## src/rtl/rr_grant_arbiter.sv

```systemverilog
// Round-robin arbiter for 8 requesters with registered one-hot grant,
// binary grant index, grant-valid flag and bounded hold time (preemption).
module rr_grant_arbiter #(
    parameter int N_REQ    = 8,
    parameter int IDX_W    = 3,
    parameter int MAX_HOLD = 16,
    parameter int CNT_W    = (MAX_HOLD > 0) ? $clog2(MAX_HOLD + 1) : 1
) (
    input  logic             clk,
    input  logic             rst_n,
    input  logic [N_REQ-1:0] req,
    output logic [N_REQ-1:0] gnt,
    output logic [IDX_W-1:0] gnt_idx,
    output logic             gnt_valid,
    output logic [CNT_W-1:0] hold_cnt,
    output logic             dbg_state
);

    typedef enum logic {
        IDLE  = 1'b0,
        GRANT = 1'b1
    } state_t;

    // Saturation point of hold_cnt; with preemption disabled it is all-ones.
    localparam logic [CNT_W-1:0] HOLD_TOP   = (MAX_HOLD == 0) ? {CNT_W{1'b1}} : CNT_W'(MAX_HOLD - 1);
    localparam bit               PREEMPT_EN = (MAX_HOLD != 0);

    state_t           state;
    logic [IDX_W-1:0] last_ptr;
    logic [N_REQ-1:0] cand;
    logic [IDX_W-1:0] probe;
    logic [IDX_W-1:0] win_idx;
    logic             win_found;
    logic             owner_req;
    logic             hold_at_top;
    logic             rearb;

    assign dbg_state   = (state == GRANT);
    assign owner_req   = req[gnt_idx];
    assign hold_at_top = (hold_cnt == HOLD_TOP);

    // The current owner never competes in a rearbitration it triggered.
    always_comb begin
        cand = req;
        if (state == GRANT) begin
            cand[gnt_idx] = 1'b0;
        end
    end

    // Walk from the farthest candidate to the nearest so the first in
    // search order (last_ptr+1 upwards, wrapping) is the one left standing.
    always_comb begin
        win_found = 1'b0;
        win_idx   = '0;
        probe     = '0;
        for (int k = N_REQ; k >= 1; k--) begin
            probe = last_ptr + IDX_W'(k);
            if (cand[probe]) begin
                win_found = 1'b1;
                win_idx   = probe;
            end
        end
    end

    always_comb begin
        rearb = 1'b0;
        case (state)
            IDLE:    rearb = 1'b1;
            GRANT:   rearb = !owner_req || (PREEMPT_EN && hold_at_top);
            default: rearb = 1'b0;
        endcase
    end

    always_ff @(posedge clk or negedge rst_n) begin
        if (!rst_n) begin
            state     <= IDLE;
            last_ptr  <= IDX_W'(N_REQ - 1);
            gnt       <= '0;
            gnt_idx   <= '0;
            gnt_valid <= 1'b0;
            hold_cnt  <= '0;
        end else begin
            if (rearb && win_found) begin
                state     <= GRANT;
                last_ptr  <= win_idx;
                gnt       <= N_REQ'(1) << win_idx;
                gnt_idx   <= win_idx;
                gnt_valid <= 1'b1;
                hold_cnt  <= '0;
            end else if (state == GRANT && !owner_req) begin
                state     <= IDLE;
                gnt       <= '0;
                gnt_valid <= 1'b0;
                hold_cnt  <= '0;
            end else if (state == GRANT && !hold_at_top) begin
                hold_cnt  <= hold_cnt + CNT_W'(1);
            end
        end
    end

endmodule

```

## config.mk

```make
export PLATFORM = sky130hd
export DESIGN_NAME = rr_grant_arbiter
export DESIGN_NICKNAME = d
export VERILOG_FILES = /design/src/rtl/rr_grant_arbiter.sv
export SDC_FILE = /design/constraint.sdc
export NUM_CORES = 1
export LEC_CHECK = 0
export ABC_AREA = 0
export BUFFER_PORTS_ARGS = -buffer_cell sky130_fd_sc_hd__buf_2
export CORE_ASPECT_RATIO = 1.4
export CORE_MARGIN = 2
export CORE_UTILIZATION = 60
export DETAILED_ROUTE_END_ITERATION = 12
export GPL_TIMING_DRIVEN = 0
export PLACE_DENSITY_LB_ADDON = 0.25
export SYNTH_ARGS = -nofsm -noshare
export SYNTH_HDL_FRONTEND = slang
export SYNTH_SLANG_ARGS = --single-unit
```

## constraint.sdc

```tcl
create_clock -name clk -period 4.7 [get_ports clk]
set_input_delay 0.94 -clock clk [delete_from_list [all_inputs] [get_ports clk]]
set_output_delay 0.94 -clock clk [all_outputs]
set_load 0.01 [all_outputs]
```

# Yosys cells after proc, flatten, opt, wreduce, memory -nomap -nowiden
# Cells that the tools add are included.
dict set report word_totals {
  ff_bits 20
  in_bits 10
  output_inout_bits 18
  word_cells 82
}
dict set report classes {
  add_sub_neg 8
  n_lt_le_gt_ge 10
  n_eq_ne 1
  shift 1
  n_mux 45
  bitwise 3
  n_reduce_logical 9
}
# operator count
set op_table {}
lappend op_table {{$lt 3x4->1 const B} 9}
lappend op_table {{$bmux 1 s3} 9}
lappend op_table {{$mux 3} 8}
lappend op_table {{$mux 8} 3}
lappend op_table {{$mux 1} 20}
lappend op_table {{$mux 5} 3}
lappend op_table {{$add 3x3->3 const B} 4}
lappend op_table {{$and 8x8->8} 1}
lappend op_table {{$not 8->8} 1}
lappend op_table {{$shl 1x3->8 const A} 1}
lappend op_table {{$add 3x2->3 const B} 2}
lappend op_table {{$add 5x1->5 const B} 1}
lappend op_table {{$eq 5x4->1 const B} 1}
lappend op_table {{$logic_and 1x1->1} 4}
lappend op_table {{$add 3x1->3 const B} 1}
lappend op_table {{$demux 1 s3} 1}
lappend op_table {{$ge 3x1->1 const B} 1}
lappend op_table {{$reduce_bool 3->1} 1}
lappend op_table {{$logic_not 1->1} 2}
lappend op_table {{$pmux 1 s2} 1}
lappend op_table {{$reduce_bool 2->1} 1}
lappend op_table {{$logic_or 1x1->1} 1}
lappend op_table {{$not 1->1} 1}

# Logic depth before layout (Yosys ltp)
# Gate-level depths: netlist of run 1.
dict set report depth {
  depth_word 19
  ltp_mapped 15
  ltp_nobuf 10
}

# Least setup slack after synthesis of run 1
# OpenSTA, ideal clock, no wires.
dict set report synth_timing {
  kind {reg-to-reg}
  from {register last_ptr[0]}
  to {register gnt[1]}
  setup_time_ns 0.122
  arrival_ns 3.267
  t_required_ns 4.578
  slack_ns 1.312
  stages_incl_launch_ff 16
  n_path_buf 5
  period_less_slack_ns 3.388
  cell_sequence {dfstp_2 -> buf_2 -> buf_4 -> inv_2 -> buf_4 -> ha_1 -> inv_1 -> clkbuf_1 -> nor2_1 -> a22oi_1 -> nand4_1 -> a211o_1 -> o2111a_1 -> or2_0 -> buf_2 -> a32o_1}
}
dict set report synth_between {
  elab_chain_cells 12
  word_cells_on_any_way 43
  classes_between {7 x add/sub; 1 x shift; 33 x mux; 2 x reduce/logical}
}
# element line_no
set synth_lines {}
lappend synth_lines {{from (decl)} 29} ;# logic [IDX_W-1:0] last_ptr;
lappend synth_lines {{from (signal assigned)} 77} ;# last_ptr <= IDX_W'(N_REQ - 1);
lappend synth_lines {{from (signal assigned)} 85} ;# last_ptr <= win_idx;
lappend synth_lines {{$add 3x3->3 or $bmux 1 s3 (tied branches)} {57, 58}}
lappend synth_lines {{$bmux 1 s3 or $mux 1 (tied branches)} 58} ;# if (cand[probe]) begin
lappend synth_lines {{$mux 1 (implied by the code) or $mux 3 (tied branches)} 58}
lappend synth_lines {{$mux 3 or $mux 1 (tied branches) (7 in series)} 58}
lappend synth_lines {{$shl 1x3->8 or $logic_and 1x1->1 (tied branches)} {86, 83}}
lappend synth_lines {{$mux 8 or $reduce_bool 2->1 (tied branches)} n/a}
lappend synth_lines {{to (signal assigned)} 86} ;# gnt <= N_REQ'(1) << win_idx;
lappend synth_lines {{to (decl)} 12} ;# output logic [N_REQ-1:0] gnt,
# Parallel ways exist; a longest one is shown, timed or not. The select of a mux whose other input is x is not followed.
# A chain may end at the register's enable or synchronous reset.

# Final worst setup path of run 1
dict set report layout_timing {
  from {register last_ptr[1]}
  to {register gnt_idx[2]}
}
dict set report layout_between {
  elab_chain_cells 11
  word_cells_on_any_way 40
  classes_between {7 x add/sub; 32 x mux; 1 x reduce/logical}
}
# element line_no
set layout_lines {}
lappend layout_lines {{$add 3x3->3 or $bmux 1 s3 (tied branches)} {57, 58}}
lappend layout_lines {{$bmux 1 s3 or $mux 1 (tied branches)} 58}
lappend layout_lines {{$mux 1 (implied by the code)} 58}
lappend layout_lines {{$mux 1 (7 in series)} 58}
lappend layout_lines {{$logic_and 1x1->1} 83} ;# if (rearb && win_found) begin
lappend layout_lines {{to (signal assigned)} 87} ;# gnt_idx <= win_idx;
lappend layout_lines {{to (decl)} 13} ;# output logic [IDX_W-1:0] gnt_idx,
# Parallel ways exist; a longest one is shown, timed or not. The select of a mux whose other input is x is not followed.

==> results of run 1 <==
==> through the flow <==
step / hold slack, ns / setup slack, ns / std cells
2_1_floorplan: 0.532 / 1.31 / 282
3_3_place_gp: 0.474 / 0.685 / 352
3_5_place_dp: 0.481 / 0.695 / 352
4_1_cts: 0.500 / 0.665 / 356
5_1_grt: 0.519 / 0.186 / 356
6_report: 0.498 / 0.427 / 356
==> worst max path at each step <==
stage / from / end / slack [ns] / depth (start not counted)
after floorplan: last_ptr[0] / gnt[1] / 1.31 / 15
after global placement: last_ptr[1] / gnt[1] / 0.69 / 13
after detailed placement: last_ptr[0] / gnt[1] / 0.70 / 15
after CTS: last_ptr[1] / gnt_idx[2] / 0.66 / 13
after global routing: last_ptr[1] / hold_cnt[4] / 0.19 / 12
final: last_ptr[1] / gnt_idx[2] / 0.43 / 13
==> per-layer routing <==
| metal | wire, um | global-route usage, % |
|---|---|---|
| met1 | 2740 | 42.8 |
| met2 | 3590 | 58.8 |
| met3 | 458 | 3.58 |
| met4 | 376 | 19.1 |
| met5 | 0 | 0 |
==> logic make-up after synthesis <==
logic type | synth area share [%]
DFF | 20.9
muxes | 14.9
buffers and inverters | 7.12
xor gates and xnor gates | 2.91
adders and majority gates | 2.08
and+or+nand+nor | 25.7
AOI/OAI and AO/OA | 26.3
==> state kept, by name, indices dropped and copies added (netlist names) <==
signal and cells:
dbg_state 1, gnt 8, gnt_idx 3, hold_cnt 5, last_ptr 3
==> cells in the final DEF, fill, tap and decap left out, types with 5 or more instances in the layout <==
master / n
buf_2: 35
nand2_1: 31
nor2_1: 30
dfrtp_1: 17
nand3_1: 13
inv_1: 12
o21ai_0: 12
mux4_2: 9
clkbuf_1: 8
nand2b_1: 8
o32ai_1: 7
mux2i_1: 7
o22ai_1: 7
a21oi_1: 7
buf_4: 5
a32o_1: 5
==> layout make-up <==
class,count,area [um2],area share (%)
multi-input combinational,226,1730,65.3
clock buffer,4,55.1,2.08
timing repair buffer,27,135,5.10
inverter,14,52.6,1.98
sequential,20,504,19.0
tap,43,53.8,2.03
buffer,22,119,4.48
==> worst register-to-register path, cell delays in order (launching register included) <==
cell,delay (ns)
dfstp_2,0.54
clkbuf_1,0.30
clkinv_1,0.41
ha_1,0.45
inv_1,0.08
clkbuf_1,0.47
mux2i_1,0.36
o21ai_1,0.15
o32ai_1,0.53
a32o_1,0.24
buf_2,0.21
buf_2,0.25
nand2_1,0.08
o21ai_0,0.11
==> impl_metrics.env, run 1 <==
export IMPL_status="finished, final reports clean"
export IMPL_nets=328
export IMPL_wl_mm=7.17
export IMPL_core_area_mm2=0.00388
export IMPL_cts_tree="yes"
export IMPL_cts_sinks=20
export IMPL_cp_num_buf_inv=6
export IMPL_timing_rr_end="gnt_idx[2]"
export IMPL_finalClockSkew_ns=0.00527
export IMPL_grt_usage_pct=34.8
export IMPL_synth_area_mm2=0.00241
export IMPL_crit_slowest_cell="dfstp_2"
export IMPL_port_buffers=27
export IMPL_slew_viol_final=0
export IMPL_cts_hold_buf=0
export IMPL_crit_path_max_fanout=10
export IMPL_clock_fmax_mhz=234
export IMPL_cp_end_kind="flop"
export IMPL_timing_slew_headroom_pct=32.3
export IMPL_layout_drive_gt1_share_pct=23.0
export IMPL_grt_pass1_wl_mm=12.3
export IMPL_slowest_delay_ns=0.54
export IMPL_drtIter0Drc=192
export IMPL_syn_to_final_growth_pct=10.1
export IMPL_netlist_top_cells_area="dfrtp_1, mux4_2, nand2_1"
export IMPL_clkTransAtPathRegs_ns=0.07
export IMPL_grt_pass1_vias=2521
export IMPL_rr_startpoint="last_ptr[1]"
export IMPL_start_util_pct=62.0
export IMPL_post_route_period_util_pct=90.9
export IMPL_grt_max_degree=21
export IMPL_final_area_mm2=0.00265
export IMPL_setup_tns_ns=0
export IMPL_die_h_um=78.9
export IMPL_start_kind="flop"
export IMPL_cts_resized=0
export IMPL_drc_errors=0
export IMPL_ctsHtreeMaxLevel=1
export IMPL_synthCells=282
export IMPL_hold_viol=0
export IMPL_std_cell_rows=27
export IMPL_insertion_delay_ns=0.26
export IMPL_syn_nets=296
export IMPL_period_minus_slack_ns=4.27
export IMPL_postCtsSetupBuffers=0
export IMPL_tightest_slew_ns=1.01
export IMPL_synth_edf_count=0
export IMPL_dieArea_mm2=0.00454
export IMPL_cap_violations=0
export IMPL_antenna_found_initial=0
export IMPL_hold_end="gnt[7]"
export IMPL_synth_seq_cells=20
export IMPL_ys_warn_count=0
export IMPL_crit_required_ns=4.86
export IMPL_worstPathCellList="clkbuf_1 > clkinv_1 > ha_1 > inv_1 > clkbuf_1 > mux2i_1 > o21ai_1 > o32ai_1 > a32o_1 > buf_2 > buf_2 > nand2_1 > o21ai_0"
export IMPL_synthTopCellsByCount="nand2_1, nor2_1, dfrtp_1"
export IMPL_hpwlAfterDp_mm=5.61
export IMPL_async_flop_share_pct=100
export IMPL_ys_types=65
export IMPL_vias_per_cell=6.98
export IMPL_setup_viol=0
export IMPL_reg2regPathDepth=13
export IMPL_vias=2485
export IMPL_min_from="gnt[7]"
export IMPL_grt_overflow_total=0
export IMPL_syn_avg_cell_area_um2=8.54
export IMPL_dr_pass1_iters=5
export IMPL_rsz0062_at_grt="false"
export IMPL_crit_arrival_ns=4.43
export IMPL_utilization_pct=68.2
export IMPL_wl_per_cell_um=20.1
export IMPL_ios=28
export IMPL_antenna_cells=0
export IMPL_fill_cells=317
export IMPL_place_area_mm2=0.00260
export IMPL_cts_root_buf="clkbuf_8"
export IMPL_synth_top_cell_by_area="dfrtp_1"
export IMPL_critPathKind="flop to flop"
export IMPL_ys_flop_type="dfrtp_1"
export IMPL_yosysSeqAreaShare_pct=20.9
export IMPL_synth_top_area_share_pct=17.7
export IMPL_clock_path_buffers=2
export IMPL_final_antenna_net_count=0
export IMPL_cp_top_family="buffers and inverters"
export IMPL_r2r_slack_ns=0.43
export IMPL_hold_depth=1
export IMPL_synth_most_common_cell="nand2_1"
export IMPL_worstHoldPathType="flop to flop"
export IMPL_gp_congestion=0.949
export IMPL_numCtsBuffers=3
export IMPL_die_w_um=57.5
Power of run 1 is left out: the tool's default activity adds up to more than one toggle a clock period on the data nets, which glitch-free logic cannot reach.
==> inputs of run 2 (changes only) <==
--- a/config.mk
+++ b/config.mk
@@ -13,6 +13,8 @@
 export DETAILED_ROUTE_END_ITERATION = 12
 export GPL_TIMING_DRIVEN = 0
 export PLACE_DENSITY_LB_ADDON = 0.25
+export RECOVER_POWER = 25
+export REMOVE_ABC_BUFFERS = 1
 export SYNTH_ARGS = -nofsm -noshare
 export SYNTH_HDL_FRONTEND = slang
 export SYNTH_SLANG_ARGS = --single-unit
==> run 2 against run 1 <==
- register-to-register slack worse by 0.02 ns
- cell count is 6.2% lower
- die area did not move
- flip-flop and latch count stayed put
- clock-buffer cell count shrank 1
- global-route usage shrank 5.6 points
- critical endpoint is now hold_cnt[4]
==> impl_metrics.env, run 2 (synthesized netlist as in run 1, its figures left out) <==
export IMPL_status="finished, final reports clean"
export IMPL_wl_per_cell_um=18.6
export IMPL_cts_tree="yes"
export IMPL_tightest_slew_ns=1.05
export IMPL_setup_tns_ns=0
export IMPL_worstHoldPathType="flop to flop"
export IMPL_start_util_pct=62.0
export IMPL_clock_fmax_mhz=233
export IMPL_dr_pass1_iters=5
export IMPL_r2r_slack_ns=0.41
export IMPL_ios=28
export IMPL_cts_root_buf="clkbuf_8"
export IMPL_cts_resized=0
export IMPL_clkTransAtPathRegs_ns=0.08
export IMPL_grt_pass1_vias=2171
export IMPL_slew_viol_final=0
export IMPL_dieArea_mm2=0.00454
export IMPL_final_area_mm2=0.00255
export IMPL_postCtsSetupBuffers=0
export IMPL_hold_depth=1
export IMPL_clock_path_buffers=2
export IMPL_crit_required_ns=4.87
export IMPL_cts_sinks=20
export IMPL_mostFrequentLayoutCell="nand2_1"
export IMPL_regMostFlops="gnt"
export IMPL_cp_num_buf_inv=2
export IMPL_fill_cells=333
export IMPL_dp_slack_ns=0.497
export IMPL_crit_path_max_fanout=27
export IMPL_hold_end="gnt[3]"
export IMPL_wl_mm=6.21
export IMPL_post_route_period_util_pct=91.4
export IMPL_start_kind="flop"
export IMPL_hpwlAfterDp_mm=4.85
export IMPL_dp_cells=330
export IMPL_cts_hold_buf=0
export IMPL_grt_pass1_wl_mm=10.3
export IMPL_drtIter0Drc=146
export IMPL_final_antenna_net_count=0
export IMPL_nets=306
export IMPL_vias_per_cell=6.99
export IMPL_numCtsBuffers=3
export IMPL_grt_usage_pct=29.1
export IMPL_layout_cells_non_filler=334
export IMPL_timing_rr_end="hold_cnt[4]"
export IMPL_rr_startpoint="last_ptr[1]"
export IMPL_min_from="gnt[3]"
export IMPL_drc_errors=0
export IMPL_reg2regPathDepth=9
export IMPL_cp_end_kind="flop"
export IMPL_setup_viol=0
export IMPL_finalClockSkew_ns=0.00720
export IMPL_grt_overflow_total=0
export IMPL_ctsHtreeMaxLevel=1
export IMPL_layout_drive_gt1_share_pct=19.6
export IMPL_rsz0062_at_grt="false"
export IMPL_crit_arrival_ns=4.46
export IMPL_std_cell_rows=27
export IMPL_cp_top_family="compound AO/OA/AOI/OAI gates"
export IMPL_reg_largest_list="gnt: 8 flops, hold_cnt: 5 flops"
export IMPL_die_w_um=57.5
export IMPL_grt_max_degree=28
export IMPL_place_area_mm2=0.00248
export IMPL_slowest_delay_ns=0.83
export IMPL_period_minus_slack_ns=4.29
export IMPL_syn_to_final_growth_pct=5.82
export IMPL_vias=2335
export IMPL_crit_slowest_cell="dfstp_2"
export IMPL_antenna_cells=0
export IMPL_insertion_delay_ns=0.26
export IMPL_cap_violations=0
export IMPL_core_area_mm2=0.00388
export IMPL_antenna_found_initial=0
export IMPL_gp_congestion=0.975
export IMPL_die_h_um=78.9
export IMPL_layout_common_cells="nand2_1, nor2_1, buf_2"
export IMPL_port_buffers=27
export IMPL_timing_slew_headroom_pct=29.7
export IMPL_timing_final_ws_setup_ns=0.405
export IMPL_worstPathCellList="clkinv_1 > ha_1 > inv_1 > mux2i_1 > o21ai_1 > o32ai_1 > a32o_1 > nand2_1 > a211oi_1"
export IMPL_critPathKind="flop to flop"
export IMPL_hold_viol=0
export IMPL_largest_reg_flops=8
run 2: changes by cell type in the layout (fill, tap and decap cells not counted), sizes merged:
cell,delta
buf,-15
bufinv,+1
clkbuf,-8
run 2: layer usage:
layer | track usage, % | share of wire, % | vias to the layer above
met3 | 1.63 | 5.5 | 28
met1 | 36.2 | 39 | 1111
met4 | 17.4 | 5.7 | 0
met2 | 49.0 | 50 | 91
met5 | 0 | 0 | -
li1 | - | - | 1105
run 2: worst register-to-register path: stages (launching register included):
cell and delay (ns):
dfstp_2 0.83, clkinv_1 0.37, ha_1 0.64, inv_1 0.30
mux2i_1 0.31, o21ai_1 0.15, o32ai_1 0.46, a32o_1 0.63
nand2_1 0.25, a211oi_1 0.27
run 2: final cells by class:
cell class	count	area [um2]	area share (%)
timing repair buffer	27	134	5.26
clock inverter	1	30.0	1.18
clock buffer	3	41.3	1.62
sequential	20	504	19.8
tap	43	53.8	2.11
multi-input combinational	226	1730	68.0
inverter	14	52.6	2.06
run 2: worst max path at each step:
stage           startpoint          end  slack, ns  cells after the start
2_1_floorplan  last_ptr[0]  hold_cnt[4]       1.25                      9
3_3_place_gp   last_ptr[1]  hold_cnt[4]       0.52                      9
3_5_place_dp   last_ptr[1]  hold_cnt[4]       0.50                      9
4_1_cts        last_ptr[1]  hold_cnt[4]       0.48                      9
5_1_grt        last_ptr[1]  hold_cnt[4]       0.05                      9
6_report       last_ptr[1]  hold_cnt[4]       0.41                      9
run 2: metrics by stage:
stage               utilization, %  hold WS, ns
floorplan                        -        0.532
global placement              63.8        0.474
detailed placement            63.8        0.481
CTS                           65.6        0.501
global route                  65.6        0.512
finish                        65.6        0.499
Power of run 2 is left out for the same reason.
==> inputs of run 3 (changes only) <==
--- a/config.mk
+++ b/config.mk
@@ -8,13 +8,12 @@
 export ABC_AREA = 0
 export BUFFER_PORTS_ARGS = -buffer_cell sky130_fd_sc_hd__buf_2
 export CORE_ASPECT_RATIO = 1.4
-export CORE_MARGIN = 2
+export CORE_MARGIN = 4
 export CORE_UTILIZATION = 60
 export DETAILED_ROUTE_END_ITERATION = 12
 export GPL_TIMING_DRIVEN = 0
 export PLACE_DENSITY_LB_ADDON = 0.25
 export RECOVER_POWER = 25
-export REMOVE_ABC_BUFFERS = 1
 export SYNTH_ARGS = -nofsm -noshare
 export SYNTH_HDL_FRONTEND = slang
 export SYNTH_SLANG_ARGS = --single-unit
==> run 3 against run 2 <==
- non-clock buffer count increased by 22
- wire length rose by 18%
- cell count grew 6.6%
- clock skew shrank 0.0011 ns
- via count rose by 9.3%
- die area grew 12%
- worst hold slack worse by 0.0022 ns
==> impl_metrics.env, run 3 (synthesized netlist as in run 1, its figures left out) <==
export IMPL_die_w_um=61.5
export IMPL_crit_arrival_ns=4.27
export IMPL_hold_viol=0
export IMPL_syn_to_final_growth_pct=9.67
export IMPL_clock_path_buffers=2
export IMPL_postCtsSetupBuffers=0
export IMPL_antenna_cells=0
export IMPL_multi_input_area_mm2=0.00173
export IMPL_final_antenna_net_count=0
export IMPL_post_route_period_util_pct=87.7
export IMPL_nets=328
export IMPL_crit_slowest_cell="dfstp_2"
export IMPL_period_minus_slack_ns=4.12
export IMPL_port_buffers=27
export IMPL_cts_hold_buf=0
export IMPL_crit_start="last_ptr[0]"
export IMPL_crit_required_ns=4.84
export IMPL_worstHoldPathType="flop to flop"
export IMPL_grt_usage_pct=29.6
export IMPL_dp_slack_ns=0.725
export IMPL_start_kind="flop"
export IMPL_layout_common_cells="buf_2, nand2_1, nor2_1"
export IMPL_crit_path_max_fanout=10
export IMPL_clkTransAtPathRegs_ns=0.06
export IMPL_regMostFlops="gnt"
export IMPL_utilization_pct=67.4
export IMPL_status="finished, final reports clean"
export IMPL_timing_rr_end="gnt[2]"
export IMPL_reg2regPathDepth=15
export IMPL_seq_area_um2=504
export IMPL_cp_top_family="buffers and inverters"
export IMPL_slew_viol_final=0
export IMPL_core_area_mm2=0.00392
export IMPL_cp_num_buf_inv=7
export IMPL_holdWs_ns=0.497
export IMPL_slowest_delay_ns=0.54
export IMPL_grt_overflow_total=0
export IMPL_setup_viol=0
export IMPL_rsz0062_at_grt="false"
export IMPL_antenna_found_initial=0
export IMPL_cts_sinks=20
export IMPL_grt_pass1_wl_mm=11.7
export IMPL_clock_fmax_mhz=243
export IMPL_drtIter0Drc=254
export IMPL_hpwlAfterDp_mm=5.75
export IMPL_fill_cells=338
export IMPL_vias=2552
export IMPL_cp_end_kind="flop"
export IMPL_grt_max_degree=21
export IMPL_timing_final_ws_setup_ns=0.579
export IMPL_layout_drive_gt1_share_pct=22.4
export IMPL_critPathKind="flop to flop"
export IMPL_reg_largest_list="gnt: 8 flops, hold_cnt: 5 flops"
export IMPL_cts_tree="yes"
export IMPL_cts_root_buf="clkbuf_8"
export IMPL_die_h_um=82.9
export IMPL_dieArea_mm2=0.00510
export IMPL_drc_errors=0
export IMPL_tightest_slew_ns=1.05
export IMPL_insertion_delay_ns=0.25
export IMPL_ios=28
export IMPL_grt_pass1_vias=2461
export IMPL_worstSetupEndpoint="gnt[2]"
export IMPL_ctsHtreeMaxLevel=1
export IMPL_finalClockSkew_ns=0.00614
export IMPL_gp_congestion=1.04
export IMPL_wl_mm=7.33
export IMPL_cp_num_cells=15
export IMPL_largest_reg_flops=8
export IMPL_r2r_slack_ns=0.58
export IMPL_timing_slew_headroom_pct=29.8
export IMPL_cap_violations=0
export IMPL_cts_resized=0
export IMPL_wl_per_cell_um=20.6
export IMPL_start_util_pct=61.4
export IMPL_vias_per_cell=7.17
export IMPL_dr_pass1_iters=6
export IMPL_mostFrequentLayoutCell="buf_2"
export IMPL_rr_startpoint="last_ptr[0]"
export IMPL_std_cell_rows=27
export IMPL_numCtsBuffers=3
export IMPL_setup_tns_ns=0
export IMPL_worstPathCellList="buf_2 > buf_4 > inv_2 > buf_4 > ha_1 > inv_1 > clkbuf_1 > nor2_1 > a22oi_1 > nand4_1 > a211o_1 > o2111a_1 > or2_0 > buf_2 > o31ai_1"
## run 3: cell type report
type,count,share of cell area [%]
Sequential cell,20,19.1
Tap cell,43,2.04
Timing Repair Buffer,27,5.07
Clock buffer,4,1.71
Inverter,14,1.99
Buffer,22,4.50
Multi-Input combinational cell,226,65.6
## run 3: how the worst min path moves through the flow
stage | endpoint | cells after the start | slack, ns | startpoint
5_1_grt | gnt[1] | 1 | 0.53 | gnt[1]
3_3_place_gp | gnt[1] | 1 | 0.47 | gnt[1]
6_report | gnt[1] | 1 | 0.50 | gnt[1]
2_1_floorplan | gnt[1] | 1 | 0.53 | gnt[1]
4_1_cts | gnt[1] | 1 | 0.50 | gnt[1]
3_5_place_dp | gnt[1] | 1 | 0.48 | gnt[1]
## run 3: metal layers
metal  up-vias  wire [um]  GRT usage [%]  share of wire [%]
li1       1153          -              -                  -
met1      1227       2760           37.1                 38
met2       144       3790           49.1                 52
met3        28        546           2.02                7.5
met4         0        227           14.1                3.1
met5         -          0              0                  0
## run 3: stage by stage
| stage | area, um2 | instances |
|---|---|---|
| 2_1_floorplan | 2410 | 282 |
| 3_3_place_gp | 2600 | 352 |
| 3_5_place_dp | 2600 | 352 |
| 4_1_cts | 2640 | 356 |
| 5_1_grt | 2640 | 356 |
| 6_report | 2640 | 356 |
Power of run 3 is left out for the same reason.
